**config.mk**
```make
export PLATFORM = sky130hd
export DESIGN_NAME = ijtc_write_scheduler_flat
export DESIGN_NICKNAME = d
export VERILOG_FILES = /design/src/rtl/ijtc_write_scheduler_pkg.sv /design/src/rtl/ijtc_write_scheduler_if.sv /design/src/rtl/ijtc_write_scheduler_repair.sv /design/src/rtl/ijtc_write_scheduler.sv /design/src/flat_wrapper.sv
export SDC_FILE = /design/constraint.sdc
export NUM_CORES = 1
export LEC_CHECK = 0
export CORE_ASPECT_RATIO = 0.5
export CORE_MARGIN = 4
export CORE_UTILIZATION = 55
export DETAILED_ROUTE_END_ITERATION = 12
export GPL_ROUTABILITY_DRIVEN = 0
export HOLD_SLACK_MARGIN = 0.15
export PLACE_DENSITY_LB_ADDON = 0.3
export SLEW_MARGIN = 20
export SYNTH_ARGS = -nofsm -noshare
export SYNTH_HDL_FRONTEND = slang
export SYNTH_SLANG_ARGS = --single-unit
```
**constraint.sdc**
```tcl
create_clock -name clk -period 4.4 [get_ports clk]
set_input_delay 0.88 -clock clk [delete_from_list [all_inputs] [get_ports clk]]
set_output_delay 0.88 -clock clk [all_outputs]
set_load 0.1 [all_outputs]
```
**src/rtl/ijtc_write_scheduler_pkg.sv**
```systemverilog
// ijtc_write_scheduler_pkg
//   Shared definitions for the IJTC table write scheduler:
//   default index/GHR/data widths, the scheduler FSM state encoding, and
//   the index hash macro IJTC_HASH(vaddr, ghr, w) = vaddr[w+1:2] ^ ghr.
//   Optional feature macro used by the slice: IJTC_WR_BYPASS_EN.
`ifndef IJTC_WRITE_SCHEDULER_PKG_SV
`define IJTC_WRITE_SCHEDULER_PKG_SV

// Word-aligned PC bits folded with the history register.
`define IJTC_HASH(vaddr, ghr, w) (((vaddr[(w)+1:2])) ^ (ghr))

package ijtc_write_scheduler_pkg;
  localparam int IJTC_IDX_W  = 10;
  localparam int IJTC_GHR_W  = 10;
  localparam int IJTC_DATA_W = 32;

  typedef enum logic [1:0] {
    ST_IDLE  = 2'd0,  // queue empty, lookups own the table
    ST_DRAIN = 2'd1,  // queue non-empty, writes take idle lookup slots
    ST_FORCE = 2'd2   // starvation/full guard, lookups stalled one cycle
  } sched_state_e;
endpackage

`endif

```
**src/rtl/ijtc_write_scheduler_if.sv**
```systemverilog
// ijtc_write_scheduler_if
//   Bundles the lookup, speculative-history, repair and table-RAM signals.
//   slave  : scheduler side (inputs *_i, outputs *_o)
//   master : fetch/back-end/RAM side
//   With IJTC_WR_BYPASS_EN defined, adds lk_byp_valid_o / lk_byp_data_o.
interface ijtc_write_scheduler_if
  import ijtc_write_scheduler_pkg::*;
#(
  parameter int IDX_W = IJTC_IDX_W,
  parameter int GHR_W = IJTC_GHR_W
);
  logic             lk_req_i;
  logic [31:0]      lk_vaddr_i;
  logic             lk_ready_o;
  logic [GHR_W-1:0] lk_ckpt_o;
  logic             spec_valid_i;
  logic             spec_take_i;
  logic             rep_valid_i;
  logic             rep_ready_o;
  logic [GHR_W-1:0] rep_ghr_i;
  logic [31:0]      rep_vaddr_i;
  logic             rep_take_i;
  logic [31:0]      rep_dest_i;
  logic [IDX_W-1:0] ram_raddr_o;
  logic             ram_wen_o;
  logic [IDX_W-1:0] ram_waddr_o;
  logic [31:0]      ram_wdata_o;
`ifdef IJTC_WR_BYPASS_EN
  logic             lk_byp_valid_o;
  logic [31:0]      lk_byp_data_o;
`endif

  modport slave (
    input  lk_req_i, lk_vaddr_i, spec_valid_i, spec_take_i,
    input  rep_valid_i, rep_ghr_i, rep_vaddr_i, rep_take_i, rep_dest_i,
    output lk_ready_o, lk_ckpt_o, rep_ready_o,
    output ram_raddr_o, ram_wen_o, ram_waddr_o, ram_wdata_o
`ifdef IJTC_WR_BYPASS_EN
    , output lk_byp_valid_o, lk_byp_data_o
`endif
  );

  modport master (
    output lk_req_i, lk_vaddr_i, spec_valid_i, spec_take_i,
    output rep_valid_i, rep_ghr_i, rep_vaddr_i, rep_take_i, rep_dest_i,
    input  lk_ready_o, lk_ckpt_o, rep_ready_o,
    input  ram_raddr_o, ram_wen_o, ram_waddr_o, ram_wdata_o
`ifdef IJTC_WR_BYPASS_EN
    , input lk_byp_valid_o, lk_byp_data_o
`endif
  );
endinterface

```
**src/rtl/ijtc_write_scheduler_repair.sv**
```systemverilog
// ijtc_repair_fifo
//   Synchronous FIFO holding pending table writes {idx, dest}.
//   Ports: clk, rst (async high), push/push_data, pop, head, full, empty,
//   count (occupancy). With IJTC_WR_BYPASS_EN defined it also exposes every
//   slot ordered by age (ent_*[0] = head) for the lookup bypass.
//   Pointers carry one extra bit so full and empty are distinguishable.
module ijtc_repair_fifo
  import ijtc_write_scheduler_pkg::*;
#(
  parameter int DEPTH = 4,
  parameter int W     = IJTC_IDX_W + IJTC_DATA_W
)(
  input  logic                      clk,
  input  logic                      rst,
  input  logic                      push,
  input  logic [W-1:0]              push_data,
  input  logic                      pop,
  output logic [W-1:0]              head,
  output logic                      full,
  output logic                      empty,
  output logic [$clog2(DEPTH):0]    count
`ifdef IJTC_WR_BYPASS_EN
  , output logic [DEPTH-1:0]        ent_vld,
  output logic [DEPTH-1:0][W-1:0]   ent_data
`endif
);
  localparam int PW = $clog2(DEPTH);

  logic [W-1:0] mem [DEPTH];
  logic [PW:0]  wr_ptr, rd_ptr;

  assign count = wr_ptr - rd_ptr;
  assign empty = (wr_ptr == rd_ptr);
  assign full  = (wr_ptr[PW] != rd_ptr[PW]) && (wr_ptr[PW-1:0] == rd_ptr[PW-1:0]);
  assign head  = mem[rd_ptr[PW-1:0]];

  always_ff @(posedge clk or posedge rst) begin
    if (rst) begin
      wr_ptr <= '0;
      rd_ptr <= '0;
    end else begin
      if (push) wr_ptr <= wr_ptr + 1'b1;
      if (pop)  rd_ptr <= rd_ptr + 1'b1;
    end
  end

  // Storage needs no reset: pointers alone define what is valid.
  always_ff @(posedge clk) begin
    if (push) mem[wr_ptr[PW-1:0]] <= push_data;
  end

`ifdef IJTC_WR_BYPASS_EN
  for (genvar k = 0; k < DEPTH; k++) begin : g_ent
    logic [PW-1:0] slot;
    assign slot        = rd_ptr[PW-1:0] + PW'(k);
    assign ent_data[k] = mem[slot];
    assign ent_vld[k]  = ((PW+1)'(k) < count);
  end
`endif
endmodule

```
**src/rtl/ijtc_write_scheduler.sv**
```systemverilog
// ijtc_write_scheduler
//   Front-end controller for the IJTC table RAM (1 read + 1 write port).
//   Owns the GHR, hashes lookup/repair indices, queues taken repairs and
//   schedules their writes. Lookups win the write slot except in FORCE,
//   entered when the queue is full or the head has waited STARVE_MAX cycles.
//   Ports: clk, rst (async high), bus (ijtc_write_scheduler_if.slave).
//   Optional: IJTC_WR_BYPASS_EN adds a registered lookup bypass from the
//   pending-write queue (youngest matching entry wins).
module ijtc_write_scheduler
  import ijtc_write_scheduler_pkg::*;
#(
  parameter int IDX_W      = IJTC_IDX_W,
  parameter int GHR_W      = IJTC_GHR_W,
  parameter int FIFO_DEPTH = 4,
  parameter int STARVE_MAX = 8
)(
  input  logic                  clk,
  input  logic                  rst,
  ijtc_write_scheduler_if.slave bus
);
  localparam int PW = $clog2(FIFO_DEPTH);
  localparam int CW = $clog2(STARVE_MAX + 1);
  localparam int EW = IDX_W + 32;

  sched_state_e     state, state_nxt;
  logic [GHR_W-1:0] ghr, ghr_nxt;
  logic [GHR_W-1:0] ckpt;
  logic [CW-1:0]    starve, starve_nxt;
  logic [IDX_W-1:0] lk_idx, rep_idx;
  logic [EW-1:0]    head;
  logic [PW:0]      fifo_cnt, cnt_nxt;
  logic             fifo_full, fifo_empty;
  logic             lk_ready, lk_acc, rep_acc, push, pop;

  assign lk_idx  = `IJTC_HASH(bus.lk_vaddr_i, ghr, IDX_W);
  assign rep_idx = `IJTC_HASH(bus.rep_vaddr_i, bus.rep_ghr_i, IDX_W);

  // rep_ready comes straight off the registered full flag: no path from pop.
  assign rep_acc = bus.rep_valid_i && !fifo_full;
  assign push    = rep_acc && bus.rep_take_i;
  assign lk_acc  = bus.lk_req_i && lk_ready;
  assign cnt_nxt = fifo_cnt + (PW+1)'(push) - (PW+1)'(pop);

  // Repair overrides any same-cycle speculative shift.
  always_comb begin
    ghr_nxt = ghr;
    if (rep_acc)               ghr_nxt = {bus.rep_ghr_i[GHR_W-2:0], bus.rep_take_i};
    else if (bus.spec_valid_i) ghr_nxt = {ghr[GHR_W-2:0], bus.spec_take_i};
  end

  ijtc_repair_fifo #(.DEPTH(FIFO_DEPTH), .W(EW)) u_fifo (
    .clk       (clk),
    .rst       (rst),
    .push      (push),
    .push_data ({rep_idx, bus.rep_dest_i}),
    .pop       (pop),
    .head      (head),
    .full      (fifo_full),
    .empty     (fifo_empty),
    .count     (fifo_cnt)
`ifdef IJTC_WR_BYPASS_EN
    , .ent_vld (ent_vld),
    .ent_data  (ent_data)
`endif
  );

  always_ff @(posedge clk or posedge rst) begin
    if (rst) begin
      state  <= ST_IDLE;
      starve <= '0;
      ghr    <= '0;
      ckpt   <= '0;
    end else begin
      state  <= state_nxt;
      starve <= starve_nxt;
      ghr    <= ghr_nxt;
      if (lk_acc) ckpt <= ghr;
    end
  end

  // Next state is judged on post-edge occupancy and wait count.
  always_comb begin
    lk_ready   = 1'b1;
    pop        = 1'b0;
    starve_nxt = starve;
    state_nxt  = state;
    unique case (state)
      ST_IDLE:  starve_nxt = '0;
      ST_DRAIN: begin
        if (bus.lk_req_i) begin
          starve_nxt = starve + 1'b1;
        end else if (!fifo_empty) begin
          pop        = 1'b1;
          starve_nxt = '0;
        end
      end
      ST_FORCE: begin
        lk_ready   = 1'b0;
        pop        = !fifo_empty;
        starve_nxt = '0;
      end
      default:  starve_nxt = '0;
    endcase
    if (cnt_nxt == '0)
      state_nxt = ST_IDLE;
    else if (cnt_nxt == (PW+1)'(FIFO_DEPTH) || starve_nxt >= CW'(STARVE_MAX))
      state_nxt = ST_FORCE;
    else
      state_nxt = ST_DRAIN;
  end

  assign bus.lk_ready_o  = lk_ready;
  assign bus.lk_ckpt_o   = ckpt;
  assign bus.rep_ready_o = !fifo_full;
  assign bus.ram_raddr_o = lk_idx;
  assign bus.ram_wen_o   = pop;
  assign bus.ram_waddr_o = pop ? head[EW-1:32] : '0;
  assign bus.ram_wdata_o = pop ? head[31:0]    : '0;

  // PC bits outside the hash window carry no information here.
  logic unused_pc;
  assign unused_pc = ^{bus.lk_vaddr_i[31:IDX_W+2], bus.lk_vaddr_i[1:0],
                       bus.rep_vaddr_i[31:IDX_W+2], bus.rep_vaddr_i[1:0]};

`ifdef IJTC_WR_BYPASS_EN
  logic [FIFO_DEPTH-1:0]        ent_vld;
  logic [FIFO_DEPTH-1:0][EW-1:0] ent_data;
  logic                         byp_hit, byp_valid;
  logic [31:0]                  byp_data, byp_data_q;

  // Scan oldest to youngest so the youngest match is what remains.
  always_comb begin
    byp_hit  = 1'b0;
    byp_data = '0;
    for (int k = 0; k < FIFO_DEPTH; k++) begin
      if (ent_vld[k] && ent_data[k][EW-1:32] == lk_idx) begin
        byp_hit  = 1'b1;
        byp_data = ent_data[k][31:0];
      end
    end
  end

  always_ff @(posedge clk or posedge rst) begin
    if (rst) begin
      byp_valid  <= 1'b0;
      byp_data_q <= '0;
    end else begin
      byp_valid <= lk_acc && byp_hit;
      if (lk_acc && byp_hit) byp_data_q <= byp_data;
    end
  end

  assign bus.lk_byp_valid_o = byp_valid;
  assign bus.lk_byp_data_o  = byp_data_q;
`endif
endmodule

```
**src/flat_wrapper.sv**
```systemverilog
// flat-port wrapper written by rule: the top's interface ports become plain ports
module ijtc_write_scheduler_flat import ijtc_write_scheduler_pkg::*;
#(
  parameter int IDX_W      = IJTC_IDX_W,
  parameter int GHR_W      = IJTC_GHR_W,
  parameter int FIFO_DEPTH = 4,
  parameter int STARVE_MAX = 8
)
  (clk, rst, bus_lk_req_i, bus_lk_vaddr_i, bus_spec_valid_i, bus_spec_take_i, bus_rep_valid_i, bus_rep_ghr_i, bus_rep_vaddr_i, bus_rep_take_i, bus_rep_dest_i, bus_lk_ready_o, bus_lk_ckpt_o, bus_rep_ready_o, bus_ram_raddr_o, bus_ram_wen_o, bus_ram_waddr_o, bus_ram_wdata_o);
  ijtc_write_scheduler_if #(.IDX_W(IDX_W), .GHR_W(GHR_W)) bus_i ();
  input  logic clk;
  input  logic rst;
  input wire logic [$bits(bus_i.lk_req_i)-1:0] bus_lk_req_i;
  input wire logic [$bits(bus_i.lk_vaddr_i)-1:0] bus_lk_vaddr_i;
  input wire logic [$bits(bus_i.spec_valid_i)-1:0] bus_spec_valid_i;
  input wire logic [$bits(bus_i.spec_take_i)-1:0] bus_spec_take_i;
  input wire logic [$bits(bus_i.rep_valid_i)-1:0] bus_rep_valid_i;
  input wire logic [$bits(bus_i.rep_ghr_i)-1:0] bus_rep_ghr_i;
  input wire logic [$bits(bus_i.rep_vaddr_i)-1:0] bus_rep_vaddr_i;
  input wire logic [$bits(bus_i.rep_take_i)-1:0] bus_rep_take_i;
  input wire logic [$bits(bus_i.rep_dest_i)-1:0] bus_rep_dest_i;
  output wire logic [$bits(bus_i.lk_ready_o)-1:0] bus_lk_ready_o;
  output wire logic [$bits(bus_i.lk_ckpt_o)-1:0] bus_lk_ckpt_o;
  output wire logic [$bits(bus_i.rep_ready_o)-1:0] bus_rep_ready_o;
  output wire logic [$bits(bus_i.ram_raddr_o)-1:0] bus_ram_raddr_o;
  output wire logic [$bits(bus_i.ram_wen_o)-1:0] bus_ram_wen_o;
  output wire logic [$bits(bus_i.ram_waddr_o)-1:0] bus_ram_waddr_o;
  output wire logic [$bits(bus_i.ram_wdata_o)-1:0] bus_ram_wdata_o;
  assign bus_i.lk_req_i = bus_lk_req_i;
  assign bus_i.lk_vaddr_i = bus_lk_vaddr_i;
  assign bus_i.spec_valid_i = bus_spec_valid_i;
  assign bus_i.spec_take_i = bus_spec_take_i;
  assign bus_i.rep_valid_i = bus_rep_valid_i;
  assign bus_i.rep_ghr_i = bus_rep_ghr_i;
  assign bus_i.rep_vaddr_i = bus_rep_vaddr_i;
  assign bus_i.rep_take_i = bus_rep_take_i;
  assign bus_i.rep_dest_i = bus_rep_dest_i;
  assign bus_lk_ready_o = bus_i.lk_ready_o;
  assign bus_lk_ckpt_o = bus_i.lk_ckpt_o;
  assign bus_rep_ready_o = bus_i.rep_ready_o;
  assign bus_ram_raddr_o = bus_i.ram_raddr_o;
  assign bus_ram_wen_o = bus_i.ram_wen_o;
  assign bus_ram_waddr_o = bus_i.ram_waddr_o;
  assign bus_ram_wdata_o = bus_i.ram_wdata_o;
  ijtc_write_scheduler #(.IDX_W(IDX_W), .GHR_W(GHR_W), .FIFO_DEPTH(FIFO_DEPTH), .STARVE_MAX(STARVE_MAX)) u_core (.clk(clk), .rst(rst), .bus(bus_i));
endmodule
```
==> results of run 1 <==
==> cell usage after synthesis (2+ instances only) <==
master	count	share of area, %
sky130_fd_sc_hd__xnor2_1	6	0.64
sky130_fd_sc_hd__mux4_2	42	11
sky130_fd_sc_hd__nand3_1	3	0.18
sky130_fd_sc_hd__buf_2	10	0.61
sky130_fd_sc_hd__buf_6	2	0.27
sky130_fd_sc_hd__xnor2_4	2	0.67
sky130_fd_sc_hd__mux2_2	12	1.6
sky130_fd_sc_hd__inv_1	13	0.59
sky130_fd_sc_hd__ha_1	10	1.5
sky130_fd_sc_hd__edfxtp_1	168	61
sky130_fd_sc_hd__nor2_1	2	0.091
sky130_fd_sc_hd__xor2_1	22	2.3
sky130_fd_sc_hd__and3_1	46	3.5
sky130_fd_sc_hd__mux2i_1	10	1.2
sky130_fd_sc_hd__or3b_1	3	0.32
sky130_fd_sc_hd__dfrtp_1	32	9.7
sky130_fd_sc_hd__a21boi_1	2	0.18
sky130_fd_sc_hd__o21ai_0	10	0.61
sky130_fd_sc_hd__buf_1	2	0.091
sky130_fd_sc_hd__clkbuf_1	8	0.36
sky130_fd_sc_hd__nand2_1	13	0.59
sky130_fd_sc_hd__fa_1	2	0.49
sky130_fd_sc_hd__nand2b_1	2	0.15
==> area by class of cell <==
cell class | instances | area [µm²] | share of cell area (%)
sequential | 200 | 5850 | 54.0
multi-input combinational | 196 | 2240 | 20.7
inverter | 13 | 48.8 | 0.450
timing repair buffer | 143 | 1850 | 17.0
tap | 198 | 248 | 2.29
clock inverter | 14 | 179 | 1.65
clock buffer | 18 | 429 | 3.96
==> critical path, cell delays in order <==
cell                              delay, ns
sky130_fd_sc_hd__clkdlybuf4s50_1       0.54
sky130_fd_sc_hd__nand2b_1              0.27
sky130_fd_sc_hd__a21oi_4               0.18
sky130_fd_sc_hd__buf_4                 0.41
sky130_fd_sc_hd__and3_1                0.32
sky130_fd_sc_hd__buf_12                0.19
==> sequential cells by signal, indices dropped and copies added (netlist names) <==
| register | flops |
|---|---|
| u_core.u_fifo.rd_ptr | 3 |
| u_core.u_fifo.mem | 168 |
| u_core.bus.lk_ckpt_o | 10 |
| u_core.u_fifo.wr_ptr | 3 |
| u_core.starve | 4 |
| u_core.state | 2 |
| u_core.ghr | 10 |
==> kinds of logic after synthesis <==
family          synth area share, %
mux                            14.5
fa+ha+maj                      2.01
flops                          71.0
compound gates                 1.40
xor+xnor                       3.84
simple gates                   5.23
buf+inv                        2.02
==> routing by layer <==
layer	up-vias	part of all wire, %	track usage, %
met5	-	0	0
met4	0	0.60	4.43
met3	5	5.2	4.96
met2	117	50	32.7
met1	2190	44	26.1
li1	1960	-	-
==> worst min path at each step <==
stage                                       start                      end  slack, ns  cells past startpoint
after floorplan           u_core.u_fifo.wr_ptr[2]  u_core.u_fifo.wr_ptr[2]       0.49                      1
after global placement    u_core.bus.lk_ckpt_o[5]  u_core.bus.lk_ckpt_o[5]       0.49                      1
after detailed placement  u_core.bus.lk_ckpt_o[6]  u_core.bus.lk_ckpt_o[6]       0.50                      1
after CTS                 u_core.bus.lk_ckpt_o[5]  u_core.bus.lk_ckpt_o[5]       0.52                      1
after global routing      u_core.bus.lk_ckpt_o[3]  u_core.bus.lk_ckpt_o[3]       0.53                      1
final                     u_core.bus.lk_ckpt_o[5]  u_core.bus.lk_ckpt_o[5]       0.51                      1
==> per-stage QoR <==
step / setup WS [ns] / utilization, % / hold WS [ns] / std cells
CTS: 0.671 / 74.5 / 0.517 / 782
floorplan: 1.03 / - / 0.493 / 432
finish: 0.704 / 74.5 / 0.511 / 782
detailed placement: 0.571 / 70.4 / 0.495 / 750
global placement: 0.636 / 70.4 / 0.489 / 750
global route: 0.535 / 74.5 / 0.535 / 782
==> out/summary.json, run 1 <==
{
  "die_h_um": 94.5,
  "synth_fp_nets": 557,
  "cts_tree": "yes",
  "timing.critical_path.fanout_max": 43,
  "detail_route.iter0.violations": 289,
  "syn-mean-instance-area_um2": 19.1,
  "die_area_mm2": 0.0171,
  "worstSetupStartpoint": "bus_lk_req_i",
  "synthesis.area_mm2": 0.00824,
  "nFillCells": 859,
  "worstReg2RegStart": "u_core.state[1]",
  "final_min_period_over_clock_period_pct": 84.0,
  "floorplan.initialDensity_pct": 56.6,
  "synth.ff_latch_count": 200,
  "max_cap_violations": 0,
  "most_common_cell_after_layout_fill_and_taps_aside": "sky130_fd_sc_hd__edfxtp_1",
  "status": "finished, final reports clean",
  "ios": 178,
  "drive_above_1_share_pct": 28.1,
  "grt_first_pass_wirelength_um": 25400,
  "cts_buffer_depth": 2,
  "setup.reg_to_reg.worst_slack_ns": 1.49,
  "rsz_0062_raised_after_global_routing": "no",
  "cts_made_buffers": 17,
  "timing.max_slew.rel_slack_pct": 33.1,
  "htree_levels": 4,
  "grt_start_max_net_pins": 48,
  "synth_async_sr_flop_share_pct": 16.0,
  "final.setup.tns_ns": 0,
  "ant_nets": 0,
  "cts.reportedPaths.clkPinSlew_ns": 0.08,
  "dr_total_vias": 4272,
  "critPathLaunchType": "primary input",
  "placement.cell_area_mm2": 0.0102,
  "yosysWarnings": 0,
  "most_frequent_cells_in_the_layout": "sky130_fd_sc_hd__edfxtp_1 (168), sky130_fd_sc_hd__clkdlybuf4s50_1 (79), sky130_fd_sc_hd__buf_12 (46)",
  "floorplan.core_area_mm2": 0.0145,
  "route.detailed.drc": 0,
  "drv_slew": 0,
  "end_point_of_the_critical_path": "bus_ram_wdata_o[0]",
  "yosys_most_used_dff": "sky130_fd_sc_hd__edfxtp_1",
  "end_kind": "primary output",
  "reg2reg_depth": 12,
  "cts_hold_buf": 0,
  "min-delay-path-class": "flip-flop to flip-flop",
  "portBuffers": 133,
  "groute.usage.overall_pct": 19.4,
  "worstPathRequired_ns": 3.52,
  "final_nets": 696,
  "fmax_mhz": 271,
  "crit_path_category": "primary input to primary output",
  "synth-seq-area-share_pct": 71.0,
  "max_slew.worst_pin.slew_ns": 1.00,
  "cts_repair_resize_count": 0,
  "setup_violations": 0,
  "area_delta_synth_final_pct": 31.6,
  "die_w_um": 181,
  "fp-row-count": 31,
  "buffers_inserted_during_post_cts_setup_optimization": 0,
  "drt-vias-per-instance": 5.46,
  "drtPass1Iterations": 4,
  "ys_types": 33,
  "clock_skew_ns": 0.0114,
  "dpl.hpwl_um": 9660,
  "drt_wl_total_um": 15700,
  "clock_insertion_delay_worst_skew_ns": 0.43,
  "gr-total-overflow": 0,
  "first_global_vias": 4709,
  "arrival_time_worst_endpoint_ns": 2.82,
  "fin_hold_viols": 0,
  "initial_antenna_violation_count": 0,
  "synthesis.instances": 432,
  "synth_edf_count": 168,
  "routed_wire_length_per_instance_um": 20.1,
  "final_period_minus_worst_setup_slack_ns": 3.70,
  "final_area_mm2": 0.0108,
  "root_buffer": "sky130_fd_sc_hd__clkbuf_16",
  "count_of_clock_tree_sinks": 200,
  "insertedDiodeCount": 0,
  "rr_endpoint": "u_core.state[1]"
}
Power of run 1 is not shown: default switching activity piles up to over one toggle a cycle in this logic, so the estimate is an artifact.
==> run 2: changes to the inputs <==
Settings changed: CORE_UTILIZATION 55 to 46.
Clock period 4.4 ns to 3.2 ns, I/O delays scaled along.
==> run 2 against run 1 <==
  * Register-to-register slack worse by 0.98 ns
  * Utilization fell by 12 points
  * Via count increased by 1.3%
  * Die area up 18%
  * Routed wire length grew 1.5%
  * Clock-buffer cell count is 1 lower
  * Hold slack lost 0.0034 ns
  * Cell area rose by 1.1%
  * Setup slack worse by 0.54 ns
  * Final cell count up 5.1%
  * Flip-flop and latch count did not move
  * Critical path depth stayed put
==> out/summary.json, run 2 (synthesis gave the netlist of run 1 again) <==
{
  "setup.reg_to_reg.worst_slack": {"value": 0.51, "unit": "ns", "change": "-0.98 ns"},
  "cts_buffer_depth": {"value": 2, "change": "unchanged"},
  "min-delay-path-class": "primary input to asynchronous set/reset pin",
  "reg2reg_depth": {"value": 10, "change": "-2"},
  "cts_made_buffers": {"value": 17, "change": "unchanged"},
  "nFillCells": {"value": 1267, "change": "+47%"},
  "cp_num_buf_inv": {"value": 3, "change": "unchanged"},
  "critPathMaxStageDelay": {"value": 0.41, "unit": "ns", "change": "-0.13 ns"},
  "groute.usage.overall": {"value": 16.3, "unit": "%", "change": "-3.1 points"},
  "end_point_of_the_critical_path": "bus_ram_wdata_o[0]",
  "drt_wl_total": {"value": 16000, "unit": "µm", "change": "+1.5%"},
  "clock_insertion_delay_worst_skew": {"value": 0.42, "unit": "ns", "change": "about the same"},
  "flip_flop_count_of_the_largest_register_after_layout": {"value": 168, "change": "unchanged"},
  "met1_track_usage_gr": {"value": 22.3, "unit": "%", "change": "-3.9 points"},
  "root_buffer": "sky130_fd_sc_hd__clkbuf_16",
  "die_h": {"value": 103, "unit": "µm", "change": "+8.6%"},
  "ant_nets": {"value": 0, "change": "unchanged"},
  "routed_wire_length_per_instance": {"value": 19.4, "unit": "µm", "change": "-3.5%"},
  "timing.critical_path.fanout_max": {"value": 43, "change": "unchanged"},
  "area_delta_synth_final_pct": 33.1,
  "grt_busiest_layer": "met2",
  "worstReg2RegStart": "u_core.u_fifo.rd_ptr[2]",
  "cts.reportedPaths.clkPinSlew": {"value": 0.08, "unit": "ns", "change": "about the same"},
  "worst_path_dominant_cell_family": "buffers and inverters",
  "drt-vias-per-instance": {"value": 5.26, "change": "-3.6%"},
  "grt_first_pass_wirelength": {"value": 25300, "unit": "µm", "change": "-0.14%"},
  "count_of_clock_tree_sinks": {"value": 200, "change": "unchanged"},
  "final_area": {"value": 0.0110, "unit": "mm²", "change": "+1.1%"},
  "crit_cells": {"value": 6, "change": "unchanged"},
  "critical_path.cell_chain": "clkdlybuf4s50_1, nand2b_1, a21oi_4, buf_4, and3_1, buf_12",
  "multi_input_area": {"value": 0.00225, "unit": "mm²", "change": "+0.50%"},
  "final_period_minus_worst_setup_slack_ns": 3.03,
  "gr-total-overflow": {"value": 0, "change": "unchanged"},
  "initial_antenna_violation_count": {"value": 0, "change": "unchanged"},
  "regArea": {"value": 0.00585, "unit": "mm²", "change": "unchanged"},
  "clock_skew": {"value": 0.0135, "unit": "ns", "change": "+0.00208 ns"},
  "worstPathRequired": {"value": 2.56, "unit": "ns", "change": "-0.96 ns"},
  "route.detailed.drc": {"value": 0, "change": "unchanged"},
  "final.setup.tns": {"value": 0, "unit": "ns", "change": "unchanged"},
  "crit_path_top_delay_cell": "sky130_fd_sc_hd__clkdlybuf4s50_1",
  "first_global_vias": {"value": 4696, "change": "-0.28%"},
  "worstSetupStartpoint": "bus_lk_req_i",
  "cts_repair_resize_count": {"value": 0, "change": "unchanged"},
  "floorplan.initialDensity": {"value": 47.1, "unit": "%", "change": "-9.5 points"},
  "end_kind": "primary output",
  "buffers_inserted_during_post_cts_setup_optimization": {"value": 0, "change": "unchanged"},
  "cts_tree": "yes",
  "final_nets": {"value": 700, "change": "+0.57%"},
  "grt_start_max_net_pins": {"value": 48, "change": "unchanged"},
  "fp-row-count": {"value": 34, "change": "+9.7%"},
  "die_w": {"value": 197, "unit": "µm", "change": "+8.9%"},
  "timing.max_slew.rel_slack": {"value": 53.7, "unit": "%", "change": "+21 points"},
  "status": "finished, final reports clean",
  "max_slew.worst_pin.slew": {"value": 0.694, "unit": "ns", "change": "-0.307 ns"},
  "die_area": {"value": 0.0202, "unit": "mm²", "change": "+18%"},
  "fmax_mhz": 330,
  "critPathLaunchType": "primary input",
  "grtUsageMet3": {"value": 3.04, "unit": "%", "change": "-1.9 points"},
  "htree_levels": {"value": 4, "change": "unchanged"},
  "timing.hold.ws": {"value": 0.508, "unit": "ns", "change": "-0.00340 ns"},
  "setup_violations": {"value": 0, "change": "unchanged"},
  "drive_above_1_share": {"value": 31.3, "unit": "%", "change": "+3.2 points"},
  "drtPass1Iterations": {"value": 4, "change": "unchanged"},
  "grt.met2_usage": {"value": 28.0, "unit": "%", "change": "-4.7 points"},
  "most_common_cell_after_layout_fill_and_taps_aside": "sky130_fd_sc_hd__edfxtp_1",
  "drv_slew": {"value": 0, "change": "unchanged"},
  "final_min_period_over_clock_period_pct": 94.7,
  "crit_path_category": "primary input to primary output",
  "placement.cell_area": {"value": 0.0103, "unit": "mm²", "change": "+0.86%"},
  "insertedDiodeCount": {"value": 0, "change": "unchanged"},
  "dpl.hpwl": {"value": 9600, "unit": "µm", "change": "-0.54%"},
  "rsz_0062_raised_after_global_routing": "no",
  "detail_route.iter0.violations": {"value": 228, "change": "-21%"},
  "fin_hold_viols": {"value": 0, "change": "unchanged"},
  "max_cap_violations": {"value": 0, "change": "unchanged"},
  "arrival_time_worst_endpoint": {"value": 2.39, "unit": "ns", "change": "-0.43 ns"},
  "most_frequent_cells_in_the_layout": "sky130_fd_sc_hd__edfxtp_1 (168), sky130_fd_sc_hd__clkdlybuf4s50_1 (68), sky130_fd_sc_hd__buf_12 (48)",
  "floorplan.core_area": {"value": 0.0175, "unit": "mm²", "change": "+20%"},
  "dr_total_vias": {"value": 4327, "change": "+1.3%"},
  "cts_hold_buf": {"value": 0, "change": "unchanged"},
  "ios": {"value": 178, "change": "unchanged"},
  "portBuffers": {"value": 133, "change": "unchanged"},
  "rr_endpoint": "u_core.state[1]"
}
[run 2: cell types whose count changed in the layout (fill, tap and decap cells not counted), sizes merged]
cell,change
buf,+15
clkdlybuf4s50,-11
clkinvlp,+3
bufinv,-1
clkbuf,-1
inv,-1
[run 2: how the worst min path moves through the flow]
stage / end / slack, ns / depth (start not counted)
after floorplan: u_core.u_fifo.wr_ptr[2] / 0.49 / 1
after global placement: u_core.bus.lk_ckpt_o[4] / 0.49 / 1
after detailed placement: u_core.bus.lk_ckpt_o[9] / 0.50 / 1
after CTS: u_core.starve[3] / 0.51 / 2
after global routing: u_core.bus.lk_ckpt_o[8] / 0.54 / 1
final: u_core.starve[3] / 0.51 / 2
[run 2: cell type report]
type                            count  share of cell area (%)
Inverter                           13                   0.479
Clock inverter                     15                    1.96
Tap cell                          234                    2.67
Clock buffer                       17                    3.88
Sequential cell                   200                    53.4
Timing Repair Buffer              147                    17.1
Multi-Input combinational cell    196                    20.5
[run 2: per-stage QoR]
step / setup slack [ns] / cells / util [%]
after floorplan: 0.0298 / 432 / -
after global placement: 0.0449 / 790 / 59.0
after detailed placement: 0.00668 / 790 / 59.0
after CTS: 0.133 / 822 / 62.7
after global routing: 0.0382 / 822 / 62.7
final: 0.169 / 822 / 62.7
[run 2: per-layer routing]
metal  vias up  wire [µm]
li1       1975          -
met1      2258       7270
met2        90       8030
met3         4        616
met4         0         61
met5         -          0
Power of run 2 is left out for the same reason.
